### src/rtl/bomb_pkg.sv
// bomb_pkg: shared definitions for the bomb-defusal game.
// The countdown and puzzle modules compare the game_state bus against
// these encodings, so the values are fixed and must not be renumbered.
package bomb_pkg;

  typedef enum logic [7:0] {
    ST_IDLE     = 8'h00,
    ST_ARMED    = 8'h10,
    ST_DEFUSED  = 8'h20,
    ST_EXPLODED = 8'h30
  } game_state_e;

  // Cycles the timeout check stays masked after arming. The countdown
  // reloads to 200 only after it has seen ARMED, so its digits may still
  // read 000 at the start of the round.
  localparam logic [1:0] ARM_GUARD_RELOAD = 2'd2;

endpackage

### src/rtl/bomb_game_controller_if.sv
// bomb_game_controller_if: game-side bus between the controller and the
// start button / puzzles / countdown datapath.
//   start, puzzle_done, strike, value_*   : into the controller
//   game_state, solved_mask, strike_count,
//   defuse_pulse, explode_pulse           : out of the controller
// master = environment side, slave = controller side.
interface bomb_game_controller_if #(
  parameter int NUM_PUZZLES = 4
);
  logic                   start;
  logic [NUM_PUZZLES-1:0] puzzle_done;
  logic [NUM_PUZZLES-1:0] strike;
  logic [3:0]             value_three;
  logic [3:0]             value_two;
  logic [3:0]             value_one;
  logic [7:0]             game_state;
  logic [NUM_PUZZLES-1:0] solved_mask;
  logic [1:0]             strike_count;
  logic                   defuse_pulse;
  logic                   explode_pulse;

  modport master (
    output start, puzzle_done, strike, value_three, value_two, value_one,
    input  game_state, solved_mask, strike_count, defuse_pulse, explode_pulse
  );

  modport slave (
    input  start, puzzle_done, strike, value_three, value_two, value_one,
    output game_state, solved_mask, strike_count, defuse_pulse, explode_pulse
  );
endinterface

### src/rtl/strike_counter.sv
// strike_counter: combinational strike accumulation.
//   strike_i     : strike pulses already masked by the solved flags
//   count_i      : registered strike count
//   count_o      : count plus popcount of strike_i, saturated at MAX_STRIKES
//   strike_out_o : count plus this cycle's strikes reaches MAX_STRIKES
module strike_counter #(
  parameter int NUM_PUZZLES = 4,
  parameter int MAX_STRIKES = 3
) (
  input  logic [NUM_PUZZLES-1:0] strike_i,
  input  logic [1:0]             count_i,
  output logic [1:0]             count_o,
  output logic                   strike_out_o
);
  localparam logic [4:0] MAX_W = 5'(MAX_STRIKES);

  logic [4:0] pop;
  logic [4:0] sum;

  always_comb begin
    pop = '0;
    for (int i = 0; i < NUM_PUZZLES; i++) begin
      pop = pop + {4'b0, strike_i[i]};
    end
    sum          = {3'b0, count_i} + pop;
    strike_out_o = (sum >= MAX_W);
    count_o      = strike_out_o ? MAX_W[1:0] : sum[1:0];
  end
endmodule

### src/rtl/bomb_game_controller.sv
// bomb_game_controller: top-level game sequencer.
//   clk   : 50 MHz system clock
//   reset : asynchronous, active-low
//   bus   : slave side of bomb_game_controller_if (start button, puzzle
//           status/strikes, countdown digits in; game_state bus, solved
//           flags, strike count and entry pulses out). All outputs registered.
module bomb_game_controller
  import bomb_pkg::*;
#(
  parameter int NUM_PUZZLES = 4,
  parameter int MAX_STRIKES = 3
) (
  input  logic                   clk,
  input  logic                   reset,
  bomb_game_controller_if.slave  bus
);
  game_state_e            state_q,   state_d;
  logic [1:0]             guard_q,   guard_d;
  logic [NUM_PUZZLES-1:0] solved_q,  solved_d;
  logic [1:0]             strike_q,  strike_d;
  logic                   defuse_q,  defuse_d;
  logic                   explode_q, explode_d;

  logic [1:0] strike_next;
  logic       strike_out;
  logic       timeout;
  logic       all_solved;

  // Strikes from an already-solved puzzle are not counted.
  strike_counter #(
    .NUM_PUZZLES (NUM_PUZZLES),
    .MAX_STRIKES (MAX_STRIKES)
  ) u_strike_counter (
    .strike_i     (bus.strike & ~solved_q),
    .count_i      (strike_q),
    .count_o      (strike_next),
    .strike_out_o (strike_out)
  );

  assign timeout    = (guard_q == 2'd0) &&
                      ({bus.value_three, bus.value_two, bus.value_one} == 12'h000);
  // A puzzle finishing this very cycle counts towards the defuse.
  assign all_solved = &(solved_q | bus.puzzle_done);

  always_ff @(posedge clk or negedge reset) begin
    if (!reset) begin
      state_q   <= ST_IDLE;
      guard_q   <= '0;
      solved_q  <= '0;
      strike_q  <= '0;
      defuse_q  <= 1'b0;
      explode_q <= 1'b0;
    end else begin
      state_q   <= state_d;
      guard_q   <= guard_d;
      solved_q  <= solved_d;
      strike_q  <= strike_d;
      defuse_q  <= defuse_d;
      explode_q <= explode_d;
    end
  end

  always_comb begin
    state_d = state_q;
    case (state_q)
      ST_IDLE:  if (bus.start) state_d = ST_ARMED;
      // Explosion outranks a simultaneous defuse.
      ST_ARMED: begin
        if (timeout || strike_out) state_d = ST_EXPLODED;
        else if (all_solved)       state_d = ST_DEFUSED;
      end
      ST_DEFUSED, ST_EXPLODED: if (bus.start) state_d = ST_IDLE;
      default:  state_d = ST_IDLE;
    endcase
  end

  always_comb begin
    guard_d  = guard_q;
    solved_d = solved_q;
    strike_d = strike_q;
    case (state_q)
      ST_IDLE: begin
        solved_d = '0;
        strike_d = '0;
        guard_d  = bus.start ? ARM_GUARD_RELOAD : 2'd0;
      end
      ST_ARMED: begin
        if (guard_q != 2'd0) guard_d = guard_q - 2'd1;
        solved_d = solved_q | bus.puzzle_done;
        strike_d = strike_next;
      end
      // Terminal states hold the round's results for display.
      default: ;
    endcase
    defuse_d  = (state_d == ST_DEFUSED)  && (state_q != ST_DEFUSED);
    explode_d = (state_d == ST_EXPLODED) && (state_q != ST_EXPLODED);
  end

  assign bus.game_state    = state_q;
  assign bus.solved_mask   = solved_q;
  assign bus.strike_count  = strike_q;
  assign bus.defuse_pulse  = defuse_q;
  assign bus.explode_pulse = explode_q;
endmodule

### src/flat_wrapper.sv
// flat-port wrapper written by rule: the top's interface ports become plain ports
module bomb_game_controller_flat import bomb_pkg::*;
#(
  parameter int NUM_PUZZLES = 4,
  parameter int MAX_STRIKES = 3
)
  (clk, reset, bus_start, bus_puzzle_done, bus_strike, bus_value_three, bus_value_two, bus_value_one, bus_game_state, bus_solved_mask, bus_strike_count, bus_defuse_pulse, bus_explode_pulse);
  bomb_game_controller_if #(.NUM_PUZZLES(NUM_PUZZLES)) bus_i ();
  input  logic clk;
  input  logic reset;
  input wire logic [$bits(bus_i.start)-1:0] bus_start;
  input wire logic [$bits(bus_i.puzzle_done)-1:0] bus_puzzle_done;
  input wire logic [$bits(bus_i.strike)-1:0] bus_strike;
  input wire logic [$bits(bus_i.value_three)-1:0] bus_value_three;
  input wire logic [$bits(bus_i.value_two)-1:0] bus_value_two;
  input wire logic [$bits(bus_i.value_one)-1:0] bus_value_one;
  output wire logic [$bits(bus_i.game_state)-1:0] bus_game_state;
  output wire logic [$bits(bus_i.solved_mask)-1:0] bus_solved_mask;
  output wire logic [$bits(bus_i.strike_count)-1:0] bus_strike_count;
  output wire logic [$bits(bus_i.defuse_pulse)-1:0] bus_defuse_pulse;
  output wire logic [$bits(bus_i.explode_pulse)-1:0] bus_explode_pulse;
  assign bus_i.start = bus_start;
  assign bus_i.puzzle_done = bus_puzzle_done;
  assign bus_i.strike = bus_strike;
  assign bus_i.value_three = bus_value_three;
  assign bus_i.value_two = bus_value_two;
  assign bus_i.value_one = bus_value_one;
  assign bus_game_state = bus_i.game_state;
  assign bus_solved_mask = bus_i.solved_mask;
  assign bus_strike_count = bus_i.strike_count;
  assign bus_defuse_pulse = bus_i.defuse_pulse;
  assign bus_explode_pulse = bus_i.explode_pulse;
  bomb_game_controller #(.NUM_PUZZLES(NUM_PUZZLES), .MAX_STRIKES(MAX_STRIKES)) u_core (.clk(clk), .reset(reset), .bus(bus_i));
endmodule
### config.mk
export PLATFORM = sky130hd
export DESIGN_NAME = bomb_game_controller_flat
export DESIGN_NICKNAME = d
export VERILOG_FILES = /design/src/rtl/bomb_pkg.sv /design/src/rtl/bomb_game_controller_if.sv /design/src/rtl/strike_counter.sv /design/src/rtl/bomb_game_controller.sv /design/src/flat_wrapper.sv
export SDC_FILE = /design/constraint.sdc
export NUM_CORES = 1
export LEC_CHECK = 0
export CAP_MARGIN = 10
export CORE_MARGIN = 2
export CORE_UTILIZATION = 45
export DETAILED_ROUTE_END_ITERATION = 10
export MAX_ROUTING_LAYER = met4
export PLACE_DENSITY = 0.89
export REMOVE_ABC_BUFFERS = 1
export SYNTH_ARGS = -nofsm -noshare
export SYNTH_HDL_FRONTEND = slang
export SYNTH_SLANG_ARGS = --single-unit
### constraint.sdc
create_clock -name clk -period 8.5 [get_ports clk]
set_clock_uncertainty 0.2 [all_clocks]
set_input_delay 1.7 -clock clk [delete_from_list [all_inputs] [get_ports clk]]
set_output_delay 1.7 -clock clk [all_outputs]
set_load 0.1 [all_outputs]
==> qor.csv <==
metric,value,unit
status,completed,
GRT overflow,0,
htree depth,1,
worst-margin pin slew,0.979,ns
CTS root buffer,clkbuf_4,
Synth cell types,36,
CP Class,primary input to register,
first-pass GRT wire length,3.86,mm
Final Total Pwr,276,µW
FP Rows,16,
overall routing resource usage,21.8,%
total clock sinks,18,
Final HPWL DP,1.76,mm
Synth Warn #,0,
area of the multi-input gates,477,µm²
Post-synth ARST share,100,%
FF+latch area,450,µm²
Final Max Slew Viols,0,
Num CTS Buffers,3,
NumNets Final,158,
hold_buf cts,0,
CTS tree,built,
Max-Cap Viols,0,
Mapped Area,931,µm²
Worst path slowest cell,fa_1,
Crit path arrival time,4.69,ns
Setup Buffers After CTS,0,
Longest Clk Path Bufs,2,
clk_lat worst skew,0.30,ns
"wirelength, routed",2.18,mm
WL per Instance,13.9,µm
"CTS clk-pin slew, worst paths",0.10,ns
critical path's largest stage delay,0.53,ns
most frequent cells in the layout,"clkdlybuf4s50_1, dfrtp_1, nor2_1",
die footprint,2450,µm²
Post-Layout Cell Count,157,
Hold WS,0.341,ns
Final ANT Viol Nets,0,
port bufs,38,
initial antenna violation count,0,
crit share post-route,55.0,%
worst-path maximum fanout,4,
sequential area share after synthesis,48.4,%
drt pass-1 iters,4,
syn_area_per_cell,11.1,µm²
Syn Inst Count,84,
Crit path top cell by count,fa_1,
peak supply drop,200,µV
Cells after DPL,153,
Via-to-Cell Ratio,5.25,
"worst slack, placed",3.48,ns
width of the die,49.5,µm
Fillers,168,
"EDFF count, synth",0,
# DRC,0,
largest net degree at the start of global routing,19,
Max-Slew Margin vs Limit,34.6,%
Worst setup SP type,primary input,
CP Data Required Time,8.51,ns
HP Class,register to register,
# IOs,39,
area of the core,1960,µm²
Most used DFF post-synth,dfrtp_1,
Syn-to-layout area delta,50.0,%
CP cell instances,"clkdlybuf4s50_1, nand2b_1, fa_1, inv_1, fa_1, fa_1, a21o_1, a41oi_1, o21ai_0, a211oi_1",
Final Setup Violations,0,
crit end category,register,
gp weighted congestion,0.835,
register bit count reported by yosys,18,
"commonest non-fill, non-tap cell in the layout",clkdlybuf4s50_1,
vias in the first global route,840,
via count,825,
unrepaired setup endpoints after global routing,no,
initial core utilization,47.4,%
PD cells,198,nW/µm²
Ant. Diodes,0,
fmax,214,MHz
fin crit period,4.68,ns
iteration-0 DRC count of the detailed router,6,
die height,49.5,µm
Pleak,0.000576,µW
Fin Setup TNS,0,ns
Fin. Hold Viols,0,
share of cells above drive strength 1,8.46,%
PnR worst setup slack,3.82,ns
cts repair resizes,0,
## critical path, delay by kind of cell
family	cells	cell delay (ns)
adders and majority gates	3	1.40
buffers and inverters	2	0.51
and+or+nand+nor	1	0.08
AOI/OAI and AO/OA	4	1.00
## through the flow
stage / utilization [%] / instance area (µm²)
floorplan: - / 946
global placement: 69.3 / 1360
detailed placement: 69.3 / 1360
CTS: 71.2 / 1400
global route: 71.2 / 1400
finish: 71.2 / 1400
## cell families after synthesis
family                     share of synthesized area, %
and+or+nand+nor                                    23.1
AOI/OAI and AO/OA                                  17.9
DFF                                                48.4
buffers and inverters                              2.42
adders and majority gates                          7.80
other                                             0.403
## path summary, 6_finish.rpt
check	from	to	slack, ns	cells past startpoint
min in group asynchronous	reset	u_core.bus.strike_count[1]$_DFFE_PN0P_	1.65	1
worst max-delay path	bus_strike[0]	u_core.bus.defuse_pulse$_DFF_PN0_	3.82	10
max in group asynchronous	reset	u_core.bus.game_state[1]$_DFF_PN0_	5.97	1
worst min-delay path	u_core.guard_q[0]$_DFFE_PN0P_	u_core.guard_q[0]$_DFFE_PN0P_	0.34	2
worst max register to register	u_core.bus.solved_mask[0]$_DFFE_PN0P_	u_core.bus.defuse_pulse$_DFF_PN0_	5.17	9
worst min register to register	u_core.guard_q[0]$_DFFE_PN0P_	u_core.guard_q[0]$_DFFE_PN0P_	0.34	2
## per-layer routing
layer / wire (µm) / share of wire, % / GRT usage [%] / vias to the layer above
li1: - / - / - / 391
met1: 876 / 40 / 25.5 / 399
met2: 1110 / 51 / 35.8 / 30
met3: 146 / 6.7 / 6.36 / 5
met4: 42 / 1.9 / 8.33 / 0
met5: 0 / 0 / - / -
## flip-flops by register name, summed over array words and instances, names as in the netlist
signal / flops
u_core.bus.defuse_pulse: 1
u_core.bus.explode_pulse: 1
u_core.bus.game_state: 8
u_core.bus.solved_mask: 4
u_core.bus.strike_count: 2
u_core.guard_q: 2
## cell usage after synthesis (2+ instances only)
cell type,n,area [µm²]
dfrtp_1,18,450
or4_4,2,22.5
inv_1,5,18.8
a21oi_1,4,20.0
o211ai_1,2,15.0
fa_1,3,60.1
nor2b_1,2,12.5
nor2_1,9,33.8
nor3_1,2,10.0
nand2b_1,4,25.0
o21ai_1,2,10.0
nand2_1,3,11.3
o21ai_0,5,25.0
## report_power, final
part	internal [µW]	switching [µW]	leakage [µW]	total, µW
registers	94.0	8.96	0.000227	103
clock network	26.2	26.4	0.0000210	52.5
logic	37.7	83.1	0.000328	121
total	158	118	0.000576	276
## layout make-up
cell class                 count  area share (%)
clock buffer                   4            2.60
inverter                       5            1.34
multi-input combinational     65            34.1
sequential                    18            32.3
tap                           27            2.42
timing repair buffer          38            27.2
(Power assumes the default switching activity.)
